### src/rtl/uc_pkg.sv
// Shared definitions for the multicycle RV32I control unit: opcodes, FSM states,
// opcode classes and the ALU / PC / register-file select codes.
package uc_pkg;

  localparam logic [6:0] OP_R      = 7'b0110011;
  localparam logic [6:0] OP_I      = 7'b0010011;
  localparam logic [6:0] OP_LOAD   = 7'b0000011;
  localparam logic [6:0] OP_STORE  = 7'b0100011;
  localparam logic [6:0] OP_BRANCH = 7'b1100011;
  localparam logic [6:0] OP_JAL    = 7'b1101111;
  localparam logic [6:0] OP_JALR   = 7'b1100111;
  localparam logic [6:0] OP_LUI    = 7'b0110111;
  localparam logic [6:0] OP_AUIPC  = 7'b0010111;

  typedef enum logic [2:0] {
    INIT, FETCH, DECODE, EXEC, MEM, WB, TRAP
  } state_e;

  typedef enum logic [3:0] {
    CLS_R, CLS_I, CLS_LOAD, CLS_STORE, CLS_BRANCH,
    CLS_JAL, CLS_JALR, CLS_LUI, CLS_AUIPC, CLS_ILLEGAL
  } op_class_e;

  localparam int ALU_CMD_R      = 0;
  localparam int ALU_CMD_I      = 1;
  localparam int ALU_CMD_MEM    = 2;
  localparam int ALU_CMD_BRANCH = 3;
  localparam int ALU_CMD_LUI    = 4;
  localparam int ALU_CMD_AUIPC  = 5;
  localparam int ALU_CMD_JUMP   = 6;

  localparam logic [1:0] PC_SRC_SEQ = 2'b00;
  localparam logic [1:0] PC_SRC_IMM = 2'b01;
  localparam logic [1:0] PC_SRC_ALU = 2'b10;

  localparam logic [1:0] RF_SRC_ALU = 2'b00;
  localparam logic [1:0] RF_SRC_MEM = 2'b01;
  localparam logic [1:0] RF_SRC_PC4 = 2'b10;

endpackage

### src/rtl/uc_decode.sv
// Combinational opcode decoder: instruction class, ALU command, ALU operand
// select and illegal-opcode flag.
module uc_decode
  import uc_pkg::*;
#(
  parameter int ALU_CMD_W = 4
) (
  input  logic [6:0]           opcode,
  output op_class_e            op_class,
  output logic [ALU_CMD_W-1:0] alu_cmd,
  output logic                 alu_src,
  output logic                 illegal
);

  always_comb begin
    op_class = CLS_ILLEGAL;
    alu_cmd  = ALU_CMD_W'(ALU_CMD_R);
    alu_src  = 1'b0;
    case (opcode)
      OP_R:      begin op_class = CLS_R;      alu_cmd = ALU_CMD_W'(ALU_CMD_R);                    end
      OP_I:      begin op_class = CLS_I;      alu_cmd = ALU_CMD_W'(ALU_CMD_I);      alu_src = 1'b1; end
      OP_LOAD:   begin op_class = CLS_LOAD;   alu_cmd = ALU_CMD_W'(ALU_CMD_MEM);    alu_src = 1'b1; end
      OP_STORE:  begin op_class = CLS_STORE;  alu_cmd = ALU_CMD_W'(ALU_CMD_MEM);    alu_src = 1'b1; end
      OP_BRANCH: begin op_class = CLS_BRANCH; alu_cmd = ALU_CMD_W'(ALU_CMD_BRANCH);                 end
      OP_LUI:    begin op_class = CLS_LUI;    alu_cmd = ALU_CMD_W'(ALU_CMD_LUI);    alu_src = 1'b1; end
      OP_AUIPC:  begin op_class = CLS_AUIPC;  alu_cmd = ALU_CMD_W'(ALU_CMD_AUIPC);  alu_src = 1'b1; end
      OP_JAL:    begin op_class = CLS_JAL;    alu_cmd = ALU_CMD_W'(ALU_CMD_JUMP);                   end
      OP_JALR:   begin op_class = CLS_JALR;   alu_cmd = ALU_CMD_W'(ALU_CMD_JUMP);   alu_src = 1'b1; end
      default:   ;
    endcase
  end

  assign illegal = (op_class == CLS_ILLEGAL);

endmodule

### src/rtl/uc_multiciclo.sv
// Multicycle control FSM for the RV32I datapath: FETCH/DECODE/EXEC/MEM/WB with
// bus timeouts, a sticky trap and a retired-instruction counter.
module uc_multiciclo
  import uc_pkg::*;
#(
  parameter int CNT_W       = 32,
  parameter int MEM_TIMEOUT = 16,
  parameter int ALU_CMD_W   = 4
) (
  input  logic                 clk,
  input  logic                 rst_n,
  input  logic [6:0]           opcode,
  input  logic [3:0]           alu_flags,
  input  logic                 i_mem_ack,
  input  logic                 d_mem_ack,
  output logic                 i_mem_req,
  output logic                 d_mem_req,
  output logic                 d_mem_we,
  output logic                 ir_we,
  output logic                 pc_we,
  output logic                 rf_we,
  output logic [ALU_CMD_W-1:0] alu_cmd,
  output logic                 alu_src,
  output logic [1:0]           pc_src,
  output logic [1:0]           rf_src,
  output logic                 trap,
  output logic [CNT_W-1:0]     instret,
  output state_e               dbg_state
);

  // Handshake: a request is held high every cycle its state lasts; the ack is
  // sampled in the same cycle and the transfer completes on that clock edge.
  localparam int TO_W = (MEM_TIMEOUT > 1) ? $clog2(MEM_TIMEOUT) : 1;

  state_e           state, next_state;
  op_class_e        op_class;
  logic [ALU_CMD_W-1:0] dec_cmd;
  logic             dec_src;
  logic             illegal;
  logic [TO_W-1:0]  to_cnt;
  logic             timeout_hit;
  logic             waiting;

  uc_decode #(.ALU_CMD_W(ALU_CMD_W)) u_decode (
    .opcode   (opcode),
    .op_class (op_class),
    .alu_cmd  (dec_cmd),
    .alu_src  (dec_src),
    .illegal  (illegal)
  );

  generate
    if (MEM_TIMEOUT > 0) begin : g_timeout
      assign timeout_hit = (to_cnt == TO_W'(MEM_TIMEOUT - 1));
    end else begin : g_no_timeout
      assign timeout_hit = 1'b0;
    end
  endgenerate

  // Counter is zero on entry to any bus-waiting state since every other state clears it.
  assign waiting = (state == FETCH && !i_mem_ack) || (state == MEM && !d_mem_ack);

  always_ff @(posedge clk or negedge rst_n) begin
    if (!rst_n) begin
      state   <= INIT;
      to_cnt  <= '0;
      instret <= '0;
    end else begin
      state  <= next_state;
      to_cnt <= waiting ? to_cnt + TO_W'(1) : '0;
      if (pc_we) instret <= instret + CNT_W'(1);
    end
  end

  always_comb begin
    next_state = state;
    i_mem_req  = 1'b0;
    d_mem_req  = 1'b0;
    d_mem_we   = 1'b0;
    ir_we      = 1'b0;
    pc_we      = 1'b0;
    rf_we      = 1'b0;
    pc_src     = PC_SRC_SEQ;
    rf_src     = RF_SRC_ALU;
    trap       = 1'b0;
    case (state)
      INIT: next_state = FETCH;
      FETCH: begin
        i_mem_req = 1'b1;
        if (i_mem_ack) begin
          ir_we      = 1'b1;
          next_state = DECODE;
        end else if (timeout_hit) begin
          next_state = TRAP;
        end
      end
      DECODE: next_state = illegal ? TRAP : EXEC;
      EXEC: begin
        case (op_class)
          CLS_BRANCH: begin
            pc_we      = 1'b1;
            pc_src     = alu_flags[0] ? PC_SRC_IMM : PC_SRC_SEQ;
            next_state = FETCH;
          end
          CLS_JAL, CLS_JALR: begin
            rf_we      = 1'b1;
            rf_src     = RF_SRC_PC4;
            pc_we      = 1'b1;
            pc_src     = (op_class == CLS_JAL) ? PC_SRC_IMM : PC_SRC_ALU;
            next_state = FETCH;
          end
          CLS_LOAD, CLS_STORE: next_state = MEM;
          default:             next_state = WB;
        endcase
      end
      MEM: begin
        d_mem_req = 1'b1;
        d_mem_we  = (op_class == CLS_STORE);
        if (d_mem_ack) begin
          if (op_class == CLS_STORE) begin
            pc_we      = 1'b1;
            next_state = FETCH;
          end else begin
            next_state = WB;
          end
        end else if (timeout_hit) begin
          next_state = TRAP;
        end
      end
      WB: begin
        rf_we      = 1'b1;
        pc_we      = 1'b1;
        rf_src     = (op_class == CLS_LOAD) ? RF_SRC_MEM : RF_SRC_ALU;
        next_state = FETCH;
      end
      TRAP: trap = 1'b1;
      default: next_state = INIT;
    endcase
  end

  assign alu_cmd   = (state == INIT) ? '0 : dec_cmd;
  assign alu_src   = (state == INIT) ? 1'b0 : dec_src;
  assign dbg_state = state;

endmodule

### config.mk
export PLATFORM = sky130hd
export DESIGN_NAME = uc_multiciclo
export DESIGN_NICKNAME = d
export VERILOG_FILES = /design/src/rtl/uc_pkg.sv /design/src/rtl/uc_decode.sv /design/src/rtl/uc_multiciclo.sv
export SDC_FILE = /design/constraint.sdc
export NUM_CORES = 1
export LEC_CHECK = 0
export ABC_AREA = 1
export BUFFER_PORTS_ARGS = -buffer_cell sky130_fd_sc_hd__buf_4
export CORE_MARGIN = 5
export CORE_UTILIZATION = 42
export DETAILED_ROUTE_END_ITERATION = 16
export PLACE_DENSITY_LB_ADDON = 0.08
export SETUP_SLACK_MARGIN = 0.05
export SLEW_MARGIN = 0
export SYNTH_ARGS = -nofsm -noshare
export SYNTH_HDL_FRONTEND = slang
export SYNTH_SLANG_ARGS = --single-unit
### constraint.sdc
create_clock -name clk -period 1.96 [get_ports clk]
set_input_delay 0.196 -clock clk [delete_from_list [all_inputs] [get_ports clk]]
set_output_delay 0.196 -clock clk [all_outputs]
set_load 0.05 [all_outputs]
After elaboration in Yosys (flattened, before gate mapping)

Index checks and enable logic that the tools add are counted.

Register bits after elaboration: 39
Word-level logic and storage cells: 72

Add/sub/neg operators: 2
Equality and inequality tests: 22
Muxes and demuxes: 32
Reductions and logical operators: 13

Operator list:

| cell                                                                  | count |
|---|---|
| 3-bit one-hot mux with 6 select lines                                 | 2 |
| 4-bit one-hot mux with 9 select lines                                 | 1 |
| 32-bit by 1-bit adder with 32-bit output, second input constant       | 1 |
| 7-bit by 6-bit equality test with 1-bit output, second input constant | 3 |
| 7-bit equality test, second input constant                            | 3 |
| 3-bit 2-to-1 mux                                                      | 5 |
| 7-bit by 5-bit equality test with 1-bit output, second input constant | 2 |
| 1-bit 2-to-1 mux                                                      | 14 |
| 4-bit by 3-bit equality test with 1-bit output, second input constant | 3 |
| 2-bit OR reduction                                                    | 5 |
| 3-bit equality test, second input constant                            | 3 |
| 4-bit by 2-bit equality test with 1-bit output, second input constant | 2 |
| 4-bit equality test, second input constant                            | 2 |
| 4-bit 2-to-1 mux                                                      | 2 |
| 2-bit one-hot mux with 2 select lines                                 | 2 |
| 7-bit by 2-bit equality test with 1-bit output, second input constant | 1 |
| 3-bit by 2-bit equality test with 1-bit output, second input constant | 2 |
| 2-bit 2-to-1 mux                                                      | 3 |
| 3-bit one-hot mux with 2 select lines                                 | 1 |
| 6-bit OR reduction                                                    | 1 |
| 4-bit by 1-bit adder with 4-bit output, second input constant         | 1 |
| 3-bit by 1-bit equality test with 1-bit output, second input constant | 1 |
| 3-bit logical NOT                                                     | 1 |
| 1-bit one-hot mux with 3 select lines                                 | 1 |
| 5 further kinds                                                       | 7 |

Longest topological paths before layout

Word-level depth: 6
Mapped depth: 10
Depth with buffers taken out: 10

Hierarchy

From an unflattened synthesis, not the netlist that was laid out.

Cell total of the unflattened synthesis: 464
Area, all modules: 2845.2 um^2

By module, submodules not included:

| module        | instances | cells each | area each (um^2) | sequential area each (um^2) |
|---|---|---|---|---|
| uc_multiciclo | 1         | 420        | 2618.8           | 975.9 |
| uc_decode     | 1         | 44         | 226.5            | 0.0 |

Worst setup path after synthesis

OpenSTA, ideal clock, no wires.

Kind: register -> register
Start: register state[1], in the netlist dbg_state[1]
End: register state[1], in the netlist dbg_state[1]
Setup time: 0.071 ns
Arrival time: 2.615 ns
Path slack: -0.726 ns
Cell stages (with the launch flop): 8
Buffers on the path: 0
Period minus slack after synthesis: 2.686 ns
Path through: dfrtp_1 inv_1 nand2_1 nor2_1 inv_1 nor2_1 nor2_1 nand3_1

Word-level cells in the longest chain between the ends: 3
Elaborated cells on any way between the ends: 12
Classes of those cells: 6 x eq/ne; 4 x mux; 2 x reduce/logical

RTL lines:

| element                                                           | RTL line            | source |
|---|---|---|
| start, declared                                                   | uc_multiciclo.sv:35 | `state_e state, next_state;` |
| start signal, assigned                                            | uc_multiciclo.sv:69 | `state <= next_state;` |
| 3-bit equality test, or another cell as far along                 | uc_multiciclo.sv:86 | `case (state)` |
| 2-bit OR reduction (no source line), or another cell as far along | --                  |  |
| 3-bit one-hot mux with 6 select lines                             | uc_multiciclo.sv:86 |  |

Several ways; a longest one is shown, not always the timed one.
A chain may end at the register's enable or synchronous reset.

Final worst setup path

Start: register state[2], in the netlist dbg_state[2]
End: output port rf_we

Word-level cells in the longest chain between the ends: 2
Elaborated cells on any way between the ends: 3
Classes of those cells: 2 x eq/ne; 1 x mux

RTL lines:

| element                                                                               | RTL line            | source |
|---|---|---|
| 3-bit equality test or 3-bit by 2-bit equality test with 1-bit output (tied branches) | uc_multiciclo.sv:86 |  |
| 1-bit one-hot mux with 2 select lines *                                               | uc_multiciclo.sv:86 |  |
| end, declared                                                                         | uc_multiciclo.sv:21 | `output logic rf_we,` |

Mark *: on every way between the ends. The rest lies on a longest branch, timed or not.

==> summary.md <==
| Metric | Value |
|---|---|
| Reg2Reg Depth | 10 |
| RSZ-0062 raised after global routing | false |
| Core area | roughly 7000 µm² |
| Rel. slew slack | 0.657 |
| Hold Path Cell Cnt | 4 |
| Final cycle utilization of the critical path | 0.918 |
| Most common cell after layout, fill and taps aside | nand2_1 |
| Detailed Routing Iterations Pass 1 | 5 |
| Synth warn | 0 |
| Worst hold path class | in2reg |
| Kind of end point of the critical path | primary output |
| CP peak stage delay | 480 ps |
| Design Area, Final | roughly 3700 µm² |
| Minimum clock period | about 1800 ps |
| Vias/cell | between 5 and 6 |
| Worst-Skew Late Latency | 290 ps |
| Die Y | between 90 and 100 µm |
| CTS tree | built |
| Via count | about 3200 |
| Die area | 8870 µm² |
| # port buffers | between 60 and 70 |
| DRC | 0 |
| Area leader, netlist | dfrtp_1 |
| Global-route wire length before repair | between 10 and 15 mm |
| Flops & latches, synth | 39 |
| Slowest-stage cell, CP | dfrtp_2 |
| Mapped Cells | 480 |
| Fin. Hold Viols | 0 |
| Buf/Inv on CP | 2 |
| Mapped cell area | 2980 µm² |
| Critical path's top delay family | flip-flops |
| Clock-pin slew on the worst setup and hold paths | about 80 ps |
| Worst Path Arrival | 1600 ps |
| HPWL after DPL | approximately 6.6 mm |
| Distinct cell type count after synthesis | 28 |
| Worst Tran Pin Value | about 510 ps |
| Outcome | completed |
| Die Span X | 94.2 µm |
| Synth Net Count | a little under 500 |
| Final wirelength | 8.75 mm |
| RD Place Congestion | 0.891 |
| Total gr overflow | 0 |
| Worst Path Max Fanout | 7 |
| Bufs on Longest Clock Path | 2 |
| Worst path cell trace | nor3_2 > inv_1 > o21ai_4 > buf_4 |
| Endpoints failing setup | 0 |
| Synth area leaders | dfrtp_1 (33%), nand2_1 (25%), nor2_1 (9.1%) |
| Root Driver | clkbuf_8 |
| I/O Pins | between 60 and 70 |
| Synth top area share | 0.328 |
| Initial antenna violation count | 0 |
| Share of layout cells above drive strength 1 | 0.207 |
| Final antenna-violating net count | 0 |
| Row cnt | 30 |
| All-Layer GR Usage | 0.207 |
| Starting Density | 0.436 |
| Area delta synth->final | 25.6% |
| Crit start category | flop |
| Commonest non-fill, non-tap cells in the layout | nand2_1 (198), buf_4 (69), nor2_1 (66) |
| Routed len/inst | between 10 and 15 µm |
| Clock sinks | 39 |
| Fmax | 556 MHz |
| Ant diodes | 0 |
| Max-cap viol count | 0 |
| Largest net degree at the start of global routing | 40 |
| Clock Skews | 7.87 ps |
| Vias in the first global route | 3165 |
| Placed inst area | about 3600 µm² |
| Final #Nets | between 500 and 600 |
| Maximum vdd drop | approximately 870 µV |
| Worst setup path class | reg2out |
| Logic depth of the worst path, buffers included | 4 |
| H-tree level count | 2 |
| Pwr Density | 826 nW/µm² |
| CP required | ~1800 ps |
| Drt initial violations | ~140 |
| Worst hold slack | around 240 ps |
| Pleak | ~0.0019 µW |
| Post-synthesis sequential area ratio | 0.328 |
| Slew Limit Fails | 0 |
| Cts bufs inserted | 5 |
| Fillcell total | ~750 |
| Synthesized area per cell | 6.20 µm² |
[state kept, by name, indices dropped and copies added, names as in the netlist]
register,flops
dbg_state,3
instret,32
to_cnt,4
[report_power, final]
group          internal, µW  switching (µW)  total [µW]  leakage, µW
clock network           379             305         685    0.0000581
registers               888             119        1010     0.000533
logic                   409             989        1400      0.00131
[through the flow]
| stage | cells | power (µW) | util | TNS [ps] | worst slack, ps |
|---|---|---|---|---|---|
| final | 642 | 3090 | 0.547 | 0 | 160 |
| after global routing | 642 | 3270 | 0.547 | 0 | 60.2 |
| after CTS | 640 | 3080 | 0.544 | 0 | 54.6 |
| after detailed placement | 631 | 2370 | 0.525 | 0 | 246 |
| after global placement | 631 | 2360 | 0.525 | 0 | 288 |
| after floorplan | 480 | 1990 | - | -3.07 | -1.53 |
[logic make-up after synthesis]
| family | count (synthesis) | share of synthesized area |
|---|---|---|
| buffers and inverters | 61 | 0.0878 |
| DFF | 39 | 0.328 |
| adders and majority gates | 2 | 0.00840 |
| xor gates and xnor gates | 15 | 0.0441 |
| other | 1 | 0.00126 |
| and+or+nand+nor | 352 | 0.512 |
| AOI/OAI and AO/OA | 10 | 0.0189 |
[cell type report]
cell class,instances,area (µm²),area share
clock inverters,3,43.8,0.0117
well taps,96,120,0.0321
inverters,48,180,0.0482
repair buffers,71,539,0.144
flip-flops and latches,39,978,0.262
clock buffers,5,68.8,0.0184
multi-input cells,380,1810,0.484
[path summary, 6_finish.rpt]
kind,from,end,slack [ps]
setup / recovery,dbg_state[2],rf_we,160
hold / removal,i_mem_ack,dbg_state[0],240
setup reg to reg,instret[1],instret[30],270
hold reg to reg,to_cnt[0],to_cnt[0],470
max in group asynchronous,rst_n,dbg_state[2],1160
min in group asynchronous,rst_n,instret[7],410
[tightest hold or removal path: stages]
cell and delay [ps]:
buf_4 90, nor2_1 50, nand2_1 60, nand4_1 80
[synth_stat cells (all sizes together)]
master / n
nor3: 4
ha: 2
xnor2: 6
nand3: 28
conb: 1
nand4: 36
nand2: 204
nor2: 80
xor2: 9
a21oi: 3
o21ai: 4
dfrtp: 39
a31o: 1
a31oi: 1
o22ai: 1
clkbuf: 1
buf: 12
inv: 48
[timing repair]
item / CTS / global route
buffers inserted: 0 / 2
hold buffers: 1 / 0
gates resized for setup: 1 / 4
gates cloned: 0 / 0
pin swaps: 0 / 1
endpoints found under the hold margin: 39 / 0
setup endpoints to repair: 1 / 6
[routing by layer]
metal  part of all wire  vias up  routed length (µm)  GRT usage
met5                  0        -                   0          0
met4              0.018        0                 160     0.0542
met3              0.054       14                 475     0.0457
met2               0.50       91                4370      0.371
met1               0.43     1464                3750      0.247
li1                   -     1642                   -          -
No activity file was read; power rests on OpenSTA's default activity.
